===== config.mk =====
export PLATFORM = sky130hd
export DESIGN_NAME = rom_reader
export DESIGN_NICKNAME = d
export VERILOG_FILES = /design/src/rtl/rom_reader_pkg.sv /design/src/rtl/rom_reader_fifo.sv /design/src/rtl/rom_reader.sv
export SDC_FILE = /design/constraint.sdc
export NUM_CORES = 1
export LEC_CHECK = 0
export CAP_MARGIN = 30
export CELL_PAD_IN_SITES_DETAIL_PLACEMENT = 1
export CELL_PAD_IN_SITES_GLOBAL_PLACEMENT = 1
export CORE_MARGIN = 5
export CORE_UTILIZATION = 34
export DETAILED_ROUTE_END_ITERATION = 10
export PLACE_DENSITY_LB_ADDON = 0.1
export SETUP_SLACK_MARGIN = 0.1
export SLEW_MARGIN = 20
export SYNTH_ARGS = -nofsm -noshare
export SYNTH_HDL_FRONTEND = slang
export SYNTH_HIERARCHICAL = 1
export SYNTH_SLANG_ARGS = --single-unit

===== constraint.sdc =====
create_clock -name clk -period 6.66 [get_ports clk]
set_input_delay 1.998 -clock clk [delete_from_list [all_inputs] [get_ports clk]]
set_output_delay 1.998 -clock clk [all_outputs]
set_load 0.01 [all_outputs]

===== src/rtl/rom_reader_pkg.sv =====
// Shared types and constants for the ROM burst reader: FSM encoding,
// bus widths and the word-alignment helper.
package rom_reader_pkg;

    typedef enum logic [1:0] {
        IDLE  = 2'd0,
        READ  = 2'd1,
        DRAIN = 2'd2
    } state_t;

    localparam int DATA_W = 32;
    localparam int ADDR_W = 32;
    localparam logic [ADDR_W-1:0] ADDR_STEP = 32'd4;

    function automatic logic [ADDR_W-1:0] align_word(input logic [ADDR_W-1:0] addr);
        return {addr[ADDR_W-1:2], 2'b00};
    endfunction

endpackage


===== src/rtl/rom_reader_fifo.sv =====
// Synchronous output buffer holding read data plus its end-of-burst flag.
// Head entry is presented combinationally from the storage registers.
module rom_reader_fifo #(
    parameter int DEPTH = 4,
    parameter int W     = 33
) (
    input  logic                     clk,
    input  logic                     rst,
    input  logic                     push,
    input  logic                     pop,
    input  logic [W-1:0]             din,
    output logic [W-1:0]             dout,
    output logic [$clog2(DEPTH):0]   count,
    output logic                     empty
);

    localparam int AW = $clog2(DEPTH);
    localparam logic [AW:0]   FULL_CNT = (AW+1)'(DEPTH);
    localparam logic [AW:0]   CNT_ONE  = (AW+1)'(1);
    localparam logic [AW-1:0] PTR_ONE  = AW'(1);

    logic [W-1:0]  mem_r [DEPTH];
    logic [AW-1:0] wr_ptr_r;
    logic [AW-1:0] rd_ptr_r;
    logic [AW:0]   count_r;
    logic          do_push_s;
    logic          do_pop_s;

    // Qualify requests so the buffer can never under- or overflow.
    always_comb begin
        do_pop_s  = pop && (count_r != '0);
        do_push_s = push && ((count_r != FULL_CNT) || do_pop_s);
    end

    // Pointer, occupancy and storage update.
    always_ff @(posedge clk or posedge rst) begin
        if (rst) begin
            wr_ptr_r <= '0;
            rd_ptr_r <= '0;
            count_r  <= '0;
            for (int i = 0; i < DEPTH; i++) begin
                mem_r[i] <= '0;
            end
        end else begin
            if (do_push_s) begin
                mem_r[wr_ptr_r] <= din;
                wr_ptr_r        <= wr_ptr_r + PTR_ONE;
            end
            if (do_pop_s) begin
                rd_ptr_r <= rd_ptr_r + PTR_ONE;
            end
            case ({do_push_s, do_pop_s})
                2'b10:   count_r <= count_r + CNT_ONE;
                2'b01:   count_r <= count_r - CNT_ONE;
                default: count_r <= count_r;
            endcase
        end
    end

    assign dout  = mem_r[rd_ptr_r];
    assign count = count_r;
    assign empty = (count_r == '0);

endmodule


===== src/rtl/rom_reader.sv =====
// Burst reader: issues word reads to a fixed-latency memory port and streams
// the returned words out through a credit-limited output buffer.
module rom_reader
    import rom_reader_pkg::*;
#(
    parameter int RD_LATENCY = 1,
    parameter int FIFO_DEPTH = 4
) (
    input  logic              clk,
    input  logic              rst,
    input  logic              start,
    input  logic [31:0]       base_addr,
    input  logic [15:0]       word_count,
    output logic              busy,
    output logic              done,
    output logic [31:0]       mem_addr,
    output logic [3:0]        mem_we,
    output logic [31:0]       mem_din,
    input  logic [31:0]       mem_dout,
    output logic [31:0]       m_data,
    output logic              m_valid,
    input  logic              m_ready,
    output logic              m_last
);

    localparam int CW = $clog2(FIFO_DEPTH) + 1;

    state_t                state_r, state_s;
    logic [ADDR_W-1:0]     addr_r, addr_s;
    logic [15:0]           left_r, left_s;
    logic                  rd_r, rd_last_r;
    logic [RD_LATENCY-1:0] vld_sr_r, vld_sr_s;
    logic [RD_LATENCY-1:0] last_sr_r, last_sr_s;
    logic                  busy_r, busy_s;
    logic                  done_r, done_s;
    logic                  issue_s, issue_last_s;
    logic                  pop_s, push_s, credit_s;
    logic [CW:0]           pending_s;
    logic [CW-1:0]         fifo_count_s;
    logic                  fifo_empty_s;
    logic [DATA_W:0]       fifo_head_s;

    assign pop_s  = !fifo_empty_s && m_ready;
    assign push_s = vld_sr_r[RD_LATENCY-1];

    // Reads already committed (buffered or still in the memory pipeline) gate new issues.
    always_comb begin
        pending_s = (CW+1)'(fifo_count_s) + (CW+1)'(rd_r);
        for (int i = 0; i < RD_LATENCY; i++) begin
            pending_s = pending_s + (CW+1)'(vld_sr_r[i]);
        end
        credit_s = pending_s < ((CW+1)'(FIFO_DEPTH) + (CW+1)'(pop_s));
        vld_sr_s[0]  = rd_r;
        last_sr_s[0] = rd_last_r;
        for (int i = 1; i < RD_LATENCY; i++) begin
            vld_sr_s[i]  = vld_sr_r[i-1];
            last_sr_s[i] = last_sr_r[i-1];
        end
    end

    // Next-state, read issue and handshake decisions.
    always_comb begin
        state_s      = state_r;
        addr_s       = addr_r;
        left_s       = left_r;
        busy_s       = busy_r;
        done_s       = 1'b0;
        issue_s      = 1'b0;
        issue_last_s = 1'b0;
        case (state_r)
            IDLE: begin
                if (start && (word_count != 16'd0)) begin
                    state_s      = READ;
                    issue_s      = 1'b1;
                    issue_last_s = (word_count == 16'd1);
                    addr_s       = align_word(base_addr);
                    left_s       = word_count - 16'd1;
                    busy_s       = 1'b1;
                end else if (start) begin
                    done_s = 1'b1;
                end else begin
                    done_s = 1'b0;
                end
            end
            READ: begin
                if ((left_r != 16'd0) && credit_s) begin
                    issue_s      = 1'b1;
                    issue_last_s = (left_r == 16'd1);
                    addr_s       = addr_r + ADDR_STEP;
                    left_s       = left_r - 16'd1;
                end else begin
                    issue_s = 1'b0;
                end
                if (left_s == 16'd0) begin
                    state_s = DRAIN;
                end else begin
                    state_s = READ;
                end
            end
            DRAIN: begin
                if (pop_s && fifo_head_s[DATA_W]) begin
                    state_s = IDLE;
                    done_s  = 1'b1;
                    busy_s  = 1'b0;
                end else begin
                    state_s = DRAIN;
                end
            end
            default: begin
                state_s = IDLE;
                busy_s  = 1'b0;
            end
        endcase
    end

    // Control state and memory-pipeline tag registers.
    always_ff @(posedge clk or posedge rst) begin
        if (rst) begin
            state_r   <= IDLE;
            addr_r    <= '0;
            left_r    <= 16'd0;
            rd_r      <= 1'b0;
            rd_last_r <= 1'b0;
            vld_sr_r  <= '0;
            last_sr_r <= '0;
            busy_r    <= 1'b0;
            done_r    <= 1'b0;
        end else begin
            state_r   <= state_s;
            addr_r    <= addr_s;
            left_r    <= left_s;
            rd_r      <= issue_s;
            rd_last_r <= issue_last_s;
            vld_sr_r  <= vld_sr_s;
            last_sr_r <= last_sr_s;
            busy_r    <= busy_s;
            done_r    <= done_s;
        end
    end

    rom_reader_fifo #(
        .DEPTH (FIFO_DEPTH),
        .W     (DATA_W + 1)
    ) u_fifo (
        .clk   (clk),
        .rst   (rst),
        .push  (push_s),
        .pop   (pop_s),
        .din   ({last_sr_r[RD_LATENCY-1], mem_dout}),
        .dout  (fifo_head_s),
        .count (fifo_count_s),
        .empty (fifo_empty_s)
    );

    assign busy     = busy_r;
    assign done     = done_r;
    assign mem_addr = addr_r;
    assign mem_we   = 4'b0000;
    assign mem_din  = 32'h0000_0000;
    assign m_valid  = !fifo_empty_s;
    assign m_data   = fifo_head_s[DATA_W-1:0];
    assign m_last   = !fifo_empty_s && fifo_head_s[DATA_W];

endmodule


==> summary.txt <==
outcome: finished clean
number of placed cells counting well taps: 1362
clock root cell: clkbuf_16
mux contribution to synthesized area: 22.4%
Pwr Total: 0.00559 W
Synth Area in XOR/XNOR: 1.88%
ys flop type: dfrtp_1
top cell type's share of synthesized area: 47.2%
hold crit path type: reg2reg
Slew Limit Fails: 0
final non-filler cell total: 1394
crit start category: register
Die Span X: 183 um
crit end category: output pin
worst slew pin tran: 0.943 ns
critical path class: reg2out
Tcrit/Tclk final: 72.7%
mean post-synth cell area: 12.0 um^2
Worst-path clk slew: 0.08 ns
Post-synth ARST share: 100%
# rows: 63
LEAKAGE: 5.01 nW
largest net degree at the start of global routing: 76
Layout area overhead: 22.4%
H-tree Lvls: 4
Fmax: 206 MHz
worst path required time: 4.66 ns
share of cells above drive strength 1: 24.5%
RSZ-0062 raised after global routing: false
number of antenna violations at the first check in global routing: 0
CTS Buf Count: 17
Seq/Total Area, Yosys: 47.2%
Synth Register Bits: 193
pre-CTS WS: 1.78 ns
Clock Skew: 0.0153 ns
DRT iter0 DRCs: 242
global-route wire length before repair: 43.3 mm
cts hold-fix bufs: 0
Cell Pwr Density: 447 mW/mm^2
crit-path max FO: 22
Initial Util: 34.4%
clock buffer depth: 2
Hold Vio Cnt, Final: 0
Tot GR Track Use: 16.0%
cts repair resizes: 0
CTS sink count: 193
Rel. slew slack: 37.2%
main combinational cell family by area after synthesis: multiplexers
port bufs: 147
height of the chip: 183 um
Mapped Area: 0.0102 mm^2
DP Wirelength: 17.6 mm
final setup vio count: 0
YS warnings: 6
Synth Area in Compound Gates: 9.92%
Netlist cell types: 68
die area: 0.0337 mm^2
Peak supply drop: 0.228 mV
drt wl/cell: 19.0 um
total grt overflow: 0
min cycle time layout: 4.84 ns
Core ar.: 0.0297 mm^2
1st-pass router iterations: 4
postcts setup bufs: 0
vias in the first global route: 7754
worst-skew pair later-pin latency: 0.43 ns
storage element area: 0.00483 mm^2
vias: 7159
post-synthesis instance total: 856
Synth area leaders: dfrtp_1 47%, mux2_2 15%, mux4_2 7.3%
vias per inst: 5.14
max-cap violation count: 0
Fillers: 3159
setup ws final: 1.82 ns
DRT Wirelength: 26.5 mm
setup_tns: 0 ns
antenna cells: 0
gpl congestion: 0.740
EDFF count, synth: 0
cell taking the most area after synthesis: dfrtp_1
area of the multi-input gates: 0.00490 mm^2
post-synthesis simple-gate area fraction: 10.1%
IO Count: 188
post-route ant nets: 0
adder-cell area share of the yosys netlist: 1.86%
fin nets: 1089
Remaining DRCs: 0
Arr. time, crit path: 2.85 ns
CTS tree: built
-- Yosys cell counts, types with 5 or more instances --
cell type,number
dfrtp_1,193
mux2_2,134
a21oi_1,42
nor2_1,41
buf_4,39
nand2_1,39
o21ai_0,38
mux4_2,33
nand3_1,30
clkbuf_1,22
inv_1,20
buf_6,16
nor3_1,14
ha_1,12
o22ai_1,11
xnor2_1,11
xor2_1,11
and3_1,9
nand4_1,9
a2bb2oi_1,8
a31oi_1,8
buf_2,8
a2bb2oi_2,7
nor4_1,7
a22oi_1,6
o21ai_1,5
or3_1,5
or4_1,5
-- area by class of cell --
| cell class | instances | share of cell area (%) |
|---|---|---|
| Clock buffer | 20 | 3.65 |
| Clock inverter | 12 | 1.16 |
| Inverter | 21 | 0.670 |
| Multi-Input combinational cell | 594 | 39.1 |
| Sequential cell | 193 | 38.6 |
| Tap cell | 390 | 3.90 |
| Timing Repair Buffer | 164 | 12.9 |
-- through the flow --
stage	util, %	hold slack (ns)	instance area [um^2]
global placement	40.0	0.333	11900
global route	42.1	0.366	12500
floorplan	-	0.331	10400
CTS	42.1	0.360	12500
detailed placement	40.1	0.343	11900
finish	42.1	0.354	12500
-- path summary, 6_finish.rpt --
path                                           startpoint  depth (start not counted)                           end  slack [ns]
max                        u_fifo/rd_ptr_r[0]$_DFFE_PP0P_                          3                    m_data[14]        1.82
min                                   last_sr_s$_DFF_PP0_                          0           last_sr_r$_DFF_PP0_        0.35
max reg2reg                   u_fifo/count[0]$_DFFE_PP0P_                         10        left_r[13]$_DFFE_PP0P_        3.06
min reg2reg                           last_sr_s$_DFF_PP0_                          0           last_sr_r$_DFF_PP0_        0.35
max in group asynchronous                             rst                          4   u_fifo/mem_r[3]$_DFFE_PP0P_        3.54
min in group asynchronous                             rst                          2  u_fifo/mem_r[55]$_DFFE_PP0P_        1.95
-- cells in the final DEF, fill, tap and decap left out, drive strengths merged, types with 4 or more instances in the layout --
cell type	Yosys	final
xor2	11	11
or4	6	6
mux2	134	134
nand4	10	10
nor3	15	15
o22ai	11	11
o21ai	44	44
buf	63	17
dfrtp	193	193
mux4	33	33
or2	4	4
a21oi	44	44
clkbuf	22	20
a22oi	6	6
xnor2	11	11
o31a	4	4
nand2b	4	4
or3	5	5
and3	9	9
nor4	7	7
mux2i	4	4
a2bb2oi	15	15
conb	1	38
a31oi	8	8
clkdlybuf4s50	0	147
nand2	39	39
and2	5	5
ha	12	12
clkinv	0	4
nand3	30	30
inv	21	27
nor2	45	45
-- layer usage --
layer | routed length [um] | vias to the layer above | global-route usage [%]
met4 | 228 | 0 | 3.31
met5 | 0 | - | 0
met2 | 12700 | 131 | 26.0
met3 | 1290 | 15 | 3.94
li1 | - | 3344 | -
met1 | 12300 | 3669 | 21.8
-- power breakdown --
group	internal, W	leakage (nW)	switching, W
clock	0.000555	0.292	0.000493
combinational	0.00142	2.40	0.00114
sequential	0.00166	2.32	0.000327
-- flip-flops by register name, indices dropped and copies added, names as in the netlist --
signal,flops
busy,1
done,1
last_sr_r,1
last_sr_s,1
left_r,16
mem_addr,30
push_s,1
rd_r,1
state_r,2
u_fifo/count,3
u_fifo/mem_r,132
u_fifo/rd_ptr_r,2
u_fifo/wr_ptr_r,2
-- worst max-delay path, cell delays in order (launching register included) --
cell and delay, ns:
dfrtp_2 0.90, buf_4 0.43, mux4_2 0.56, clkdlybuf4s50_1 0.51
-- cell families after synthesis --
family / Yosys count
compound gates: 154
xor+xnor: 22
fa+ha+maj: 14
buf+inv: 106
flops: 193
mux: 171
other cells: 1
simple gates: 195
(Power assumes the default switching activity.)
